==> src/rtl/life_next_gen_writer.sv <==
// rtl/life_next_gen_writer.sv - Conway next-generation row packer with row write port
//
// Purpose: applies the Conway rules to a stream of 3x3 window sums (centre
// included), packs the resulting cells into ROW_W-bit row words and presents
// each completed row with its row address on a valid/ready port. Tracks the
// population of the generation being produced and flags illegal window sums.
//
// Ports:
//   clk, rst           clock, asynchronous active-high reset
//   start              1-cycle pulse: flush and begin a new generation
//   in_valid/in_ready  beat handshake carrying life (0..9) and cell_cur
//   out_valid/out_ready row handshake carrying out_row and out_addr
//   gen_done           1-cycle pulse on the handshake of row ROWS-1
//   pop_count          live cells produced so far this generation
//   range_err          sticky: a beat arrived with life > 9
module life_next_gen_writer #(
    parameter int ROW_W  = 16,
    parameter int ROWS   = 16,
    parameter int ADDR_W = 4,
    parameter int POP_W  = 9
) (
    input  logic              clk,
    input  logic              rst,
    input  logic              start,
    input  logic              in_valid,
    output logic              in_ready,
    input  logic [3:0]        life,
    input  logic              cell_cur,
    output logic              out_valid,
    input  logic              out_ready,
    output logic [ROW_W-1:0]  out_row,
    output logic [ADDR_W-1:0] out_addr,
    output logic              gen_done,
    output logic [POP_W-1:0]  pop_count,
    output logic              range_err
);

    localparam int COL_W = (ROW_W > 1) ? $clog2(ROW_W) : 1;

    typedef enum logic [1:0] {
        RUN   = 2'd0,
        DRAIN = 2'd1,
        IDLE  = 2'd2
    } state_t;

    state_t state_q, state_d;

    logic [COL_W-1:0]  col;
    logic [ADDR_W-1:0] row;
    logic [ROW_W-1:0]  shreg;
    logic [ROW_W-1:0]  row_word;
    logic              accept;
    logic              next_cell;
    logic              last_col;
    logic              last_row;
    logic              row_done;
    logic              out_fire;

    assign last_col  = (col == COL_W'(ROW_W - 1));
    assign last_row  = (row == ADDR_W'(ROWS - 1));
    assign out_fire  = out_valid & out_ready;

    // Only the row-closing beat has to wait for the holding register; earlier
    // beats of the next row land in the shift register while a row is pending.
    assign in_ready  = ~rst & (state_q == RUN) & ~start
                     & ~(last_col & out_valid & ~out_ready);
    assign accept    = in_valid & in_ready;

    // Sums above 9 cannot equal 3 or 4, so an illegal beat yields a dead cell.
    assign next_cell = (life == 4'd3) | ((life == 4'd4) & cell_cur);
    assign row_done  = accept & last_col;
    assign gen_done  = (state_q == DRAIN) & out_fire;

    // Completed row including the beat being accepted this cycle.
    always_comb begin
        row_word      = shreg;
        row_word[col] = next_cell;
    end

    always_ff @(posedge clk or posedge rst) begin
        if (rst) begin
            state_q <= RUN;
        end else begin
            state_q <= state_d;
        end
    end

    always_comb begin
        state_d = state_q;
        if (start) begin
            state_d = RUN;
        end else begin
            case (state_q)
                RUN:     if (row_done && last_row) state_d = DRAIN;
                DRAIN:   if (out_fire) state_d = IDLE;
                IDLE:    state_d = IDLE;
                default: state_d = RUN;
            endcase
        end
    end

    always_ff @(posedge clk or posedge rst) begin
        if (rst) begin
            col       <= '0;
            row       <= '0;
            shreg     <= '0;
            out_valid <= 1'b0;
            out_row   <= '0;
            out_addr  <= '0;
            pop_count <= '0;
            range_err <= 1'b0;
        end else if (start) begin
            // Flush: any pending row and partial row are discarded.
            col       <= '0;
            row       <= '0;
            shreg     <= '0;
            out_valid <= 1'b0;
            pop_count <= '0;
            range_err <= 1'b0;
        end else begin
            if (accept) begin
                pop_count <= pop_count + POP_W'(next_cell);
                if (life > 4'd9) begin
                    range_err <= 1'b1;
                end
                if (last_col) begin
                    col   <= '0;
                    row   <= row + ADDR_W'(1);
                    shreg <= '0;
                end else begin
                    col   <= col + COL_W'(1);
                    shreg <= row_word;
                end
            end

            // A new row completing on the handshake cycle keeps out_valid high.
            if (row_done) begin
                out_valid <= 1'b1;
                out_row   <= row_word;
                out_addr  <= row;
            end else if (out_fire) begin
                out_valid <= 1'b0;
            end
        end
    end

endmodule

==> config.mk <==
export PLATFORM = sky130hd
export DESIGN_NAME = life_next_gen_writer
export DESIGN_NICKNAME = d
export VERILOG_FILES = /design/src/rtl/life_next_gen_writer.sv
export SDC_FILE = /design/constraint.sdc
export NUM_CORES = 1
export LEC_CHECK = 0
export BUFFER_PORTS_ARGS = -buffer_cell sky130_fd_sc_hd__buf_2
export CAP_MARGIN = 20
export CORE_MARGIN = 2
export CORE_UTILIZATION = 50
export CTS_CLUSTER_DIAMETER = 120
export DETAILED_ROUTE_END_ITERATION = 16
export GPL_TIMING_DRIVEN = 0
export PLACE_DENSITY = 0.74
export REMOVE_ABC_BUFFERS = 1
export SLEW_MARGIN = 20
export SYNTH_ARGS = -nofsm -noshare
export SYNTH_HDL_FRONTEND = slang
export SYNTH_SLANG_ARGS = --single-unit
==> constraint.sdc <==
create_clock -name clk -period 1.7 [get_ports clk]
set_input_delay 0.425 -clock clk [delete_from_list [all_inputs] [get_ports clk]]
set_output_delay 0.425 -clock clk [all_outputs]
set_load 0.02 [all_outputs]
Word level (Yosys, flattened, before mapping)
Index checks and enable logic that the tools add are counted.

Add/subtract/negate cells: 3. $lt $le $gt $ge: 3. Equality and inequality tests: 8. Reduce and logical (&&, ||, !) cells: 11. Mux-type cells: 24. Bitwise operators: 15.

Operators with widths (number): 16-bit two-way mux (3); 4-bit two-way mux (6); 9-bit two-way mux (2); 16-bit bitwise mux (1); 1-bit bitwise AND (10); 9-bit by 1-bit adder with 9-bit output (1); 4-bit by 1-bit adder with 4-bit output (second input constant) (2); 4-bit equality test (second input constant) (2); 2-bit AND reduction (4); 1-bit two-way mux (7); 2-bit two-way mux (3); 2-bit case mux with 3 select lines (1); 2-bit nonzero test (3); 4-bit by 5-bit less-than comparator with 1-bit output (second input constant) (1); 1-bit demux with 4-bit select (1); 4-bit by 2-bit equality test with 1-bit output (second input constant) (1); 4-bit by 3-bit equality test with 1-bit output (second input constant) (1); 4-bit by 1-bit greater-or-equal comparator with 1-bit output (second input constant) (1); 4-bit greater-than comparator (second input constant) (1); 1-bit NOT (4); 3-bit by 2-bit != test with 1-bit output (second input constant) (1); 3-bit != test (second input constant) (1); 3-bit nonzero test (1); 2-bit by 1-bit equality test with 1-bit output (second input constant) (1); other kinds (4) (5).

Word-level logic and storage cells: 73. Register bits: 57. Input port bits: 10. Output and inout bits: 33.

Logic depth before layout (Yosys ltp)
Word-level depth: 11. Mapped depth: 8. Gate-level depth less buffers: 8.

Least setup slack after synthesis
Ideal clock, no wire load.

Kind: register to output. From: register col[0]. To: output port in_ready. Arrival: 2.283 ns. Path slack: -1.008 ns. Stages on the path, launching flop included: 6. Data required time: 1.275 ns. Cell sequence: dfrtp_1 -> ha_1 -> clkbuf_1 -> and3_1 -> buf_2 -> a2111oi_0.

Word-level cells in the longest chain between the ends: 5.

RTL lines: from (decl) (RTL line 48) `logic [COL_W-1:0] col;`; from (signal assigned) (RTL line 131) `col <= col + COL_W'(1);`; 4-bit equality test (RTL line 59) `assign last_col = (col == COL_W'(ROW_W - 1));`; 1-bit bitwise AND (2 in series) (RTL line 66) `& ~(last_col & out_valid & ~out_ready);`; 1-bit NOT (RTL line 66); 1-bit bitwise AND (RTL line 66); to (decl) (RTL line 26) `output logic in_ready,`.

Every way passes these cells.

Worst setup path after layout
From: register out_valid. To: output port in_ready.

Word-level cells in the longest chain between the ends: 4.

RTL lines: from (decl) (RTL line 29) `output logic out_valid,`; from (signal assigned) (RTL line 107) `out_valid <= 1'b0;`; from (signal assigned) (RTL line 117) `out_valid <= 1'b0;`; from (signal assigned) (RTL line 138) `out_valid <= 1'b1;`; 1-bit bitwise AND (2 in series) (RTL line 66); 1-bit NOT (RTL line 66); 1-bit bitwise AND (RTL line 66).

Every way passes these cells.

==> metrics.md <==
| Metric | Value |
|---|---|
| Critical Path AT | `1.61 ns` |
| CP max-delay cell | `nor2b_2` |
| DRC viols | `0` |
| CP Class | `reg2out` |
| Site row count | `27` |
| Cell count after synthesis | `293` |
| Hold buffer count at cts | `0` |
| Total Neg Setup Slack | `-0.8236 ns` |
| Area growth, synth to finish | `25.94%` |
| WHS | `roughly 0.25 ns` |
| Clk sinks | `56` |
| Worst Reg2Reg Path Length in Cells | `6` |
| Initial DRC count | `173` |
| Final Cycle Share | `119.5%` |
| CORE AREA | `0.005405 mm^2` |
| Final #Nets | `364` |
| Initial antenna violation count | `0` |
| # IOs | `43` |
| Leak pwr | `1.598 nW` |
| Simple-gate share of the synthesized area | `between 10% and 20%` |
| Worst Setup SP | `out_valid` |
| Min cycle time layout | `2.032 ns` |
| F_max | `492.1 MHz` |
| Pwr/cell area | `~640 mW/mm^2` |
| Post-placement cell area | `0.002985 mm^2` |
| Setup slack, reg-to-reg | `-0.13 ns` |
| Critical path endpoint | `in_ready` |
| FFs w/ async S/R, synth | `100.0%` |
| Total number of vias | `between 2000 and 2500` |
| DPL Wire Length | `3665 um` |
| Worst path bufs/invs | `1` |
| Critical R2R Launch | `state_q[0]` |
| Gpl congestion | `0.7361` |
| Post-synthesis mux area share | `under 10%` |
| Commonest cells after routing, fill and taps aside | `dfrtp_1 (54), buf_2 (40), nand2_1 (37)` |
| Synth Cell Area | `about 0.0028 mm^2` |
| Commonest non-fill, non-tap cell in the layout | `dfrtp_1` |
| Initial Util | `about half` |
| Via density per instance | `5.544` |
| CTS tree | `built` |
| Root buffer cell | `clkbuf_8` |
| Critical path's top delay family | `simple AND/OR/NAND/NOR gates` |
| Failing checks | `negative setup slack` |
| Synth Area in Adders | `4.082%` |
| Fraction of layout cells with a size suffix above 1 | `29.57%` |
| Cell count after placement | `around 400` |
| Die outline height | `78.28 um` |
| Max Root-Sink Buffers | `2` |
| Layout Cells excl Fill | `417` |
| Syn_area_per_cell | `~9.4 um^2` |
| WL/cell | `15.15 um` |
| Ant. Diodes | `0` |
| Post-synthesis compound-gate area fraction | `~18%` |
| Levels on crit path | `3` |
| Place WS | `-1.438 ns` |
| Die footprint | `~0.0061 mm^2` |
| Startpoint Class | `flip-flop` |
| Status | `finished, violations left` |
| Synth warn | `0` |
| Max-Cap Viols | `0` |
| Worst r2r dst | `pop_count[6]` |
| GRT Total Usage | `between 20% and 30%` |
| Num CTS Buffers | `5` |
| Synth Register Bits | `56` |
| Setup slack after layout | `-0.3322 ns` |
| Post-route cell area | `0.003475 mm^2` |
| Max Slew Vio Count | `0` |
| Measured slew at the worst slew-check pin | `0.6789 ns` |
| Critical path fanouts, max | `9` |
| First-pass GRT wire length | `9991 um` |
| Port-buffer cells | `42` |
| Power, Total | `2.233 mW` |
| Util after Layout | `64.28%` |
| VDD IR max | `around 0.00043 V` |
| DRT antenna net count | `0` |
| Pre-antenna DRT Iters | `4` |
| Vias in the first global route | `2182` |
| Critical Path Max Stage Delay | `0.55 ns` |
| Clock slew at reported path FFs | `0.10 ns` |
| EDFF count, synth | `0` |
| Register area share after synthesis | `50.79%` |
| CP required | `1.27 ns` |
| Setup violators final | `9` |
| Synth Area in XOR/XNOR | `under 10%` |
| Pin count of the biggest net entering global routing | `57` |
| Skew final | `~0.0051 ns` |
| Rel. slew slack | `a little over half` |
| Largest family of logic cells by synthesized area | `compound AO/OA/AOI/OAI gates` |
| CP Capture Type | `output pin` |
| Clock Latency Late Sink | `0.31 ns` |
| Die Width | `between 70 and 80 um` |
| Ys flop type | `dfrtp_1` |
| CP cell instances | `nor2b_2 -> a2111oi_4 -> buf_4` |
| Yosys cell types | `44` |
| Grt total ovfl | `0` |
| DRT Wirelength | `6319 um` |
| H-tree depth | `2` |
| Endpoints failing hold | `0` |
| RSZ-0062 raised after global routing | `yes` |
| Hold WC Path Type | `in2async` |
-- sequential cells by signal, summed over array words and instances (netlist names) --
register	count
col	4
range_err	1
row	4
out_valid	1
shreg	15
state_q	2
out_addr	4
pop_count	9
out_row	16
-- area by class of cell --
| class | instances | area [um^2] |
|---|---|---|
| clock buffer | 5 | 68.82 |
| clock inverter | 2 | 12.51 |
| inverter | 21 | 81.33 |
| tap | 72 | 90.09 |
| timing repair buffer | 59 | 391.6 |
| sequential | 56 | 1404 |
| multi-input combinational | 202 | 1426 |
| fill | 453 | 1931 |
-- routing by layer --
metal  wire, um  GRT usage, %  vias up  part of all wire [%]
met3        258         3.218       10                   4.1
li1           -             -     1124                     -
met5          0             0        -                     0
met1       2866         27.71     1121                    45
met2       3089         33.88       57                    49
met4        105         6.667        0                   1.7
-- worst min path at each step --
stage	to	cells past startpoint
after CTS	pop_count[8]	2
after floorplan	shreg[11]	2
final	pop_count[8]	2
after global routing	pop_count[8]	2
after global placement	out_addr[3]	2
after detailed placement	out_row[15]	2
-- where the power goes --
| group | internal, mW | total (mW) | switching (mW) | leakage (nW) |
|---|---|---|---|---|
| clock network | 0.280 | 0.710 | 0.430 | 0.0400 |
| registers | 1.33 | 1.34 | 0.00480 | 0.779 |
| logic | 0.0699 | 0.184 | 0.114 | 0.780 |
-- kinds of logic (layout without fill, tap and decap cells) --
| group | after synthesis | after routing |
|---|---|---|
| fa+ha+maj | 9 | 9 |
| xor+xnor | 5 | 5 |
| flops | 56 | 56 |
| buf+inv | 36 | 87 |
| simple gates | 102 | 103 |
| compound gates | 79 | 79 |
| mux | 6 | 6 |
-- cells in the mapped netlist, drive strengths merged, types with 3 or more instances --
cell    number  area [um^2]
nand3       11        55.05
o21ai       13        65.06
nand4        4        25.02
xnor2        5        43.79
a21oi       34        173.9
nand2       38        142.6
ha           9        112.6
nor2        32        120.1
a22o         3        26.28
inv         21        78.83
dfrtp       56         1401
nor2b        3        18.77
o22ai       14        93.84
buf          7        46.29
clkbuf       8        30.03
mux2i        6        60.06
-- repair_timing --
| item | 4_1_cts | 5_1_grt |
|---|---|---|
| setup endpoints to repair | 58 | 57 |
| setup buffers | 12 | 5 |
| resized for setup | 38 | 17 |
| cloned | 0 | 2 |
| pin swaps | 11 | 10 |
Power figures use the tool's default switching activity.
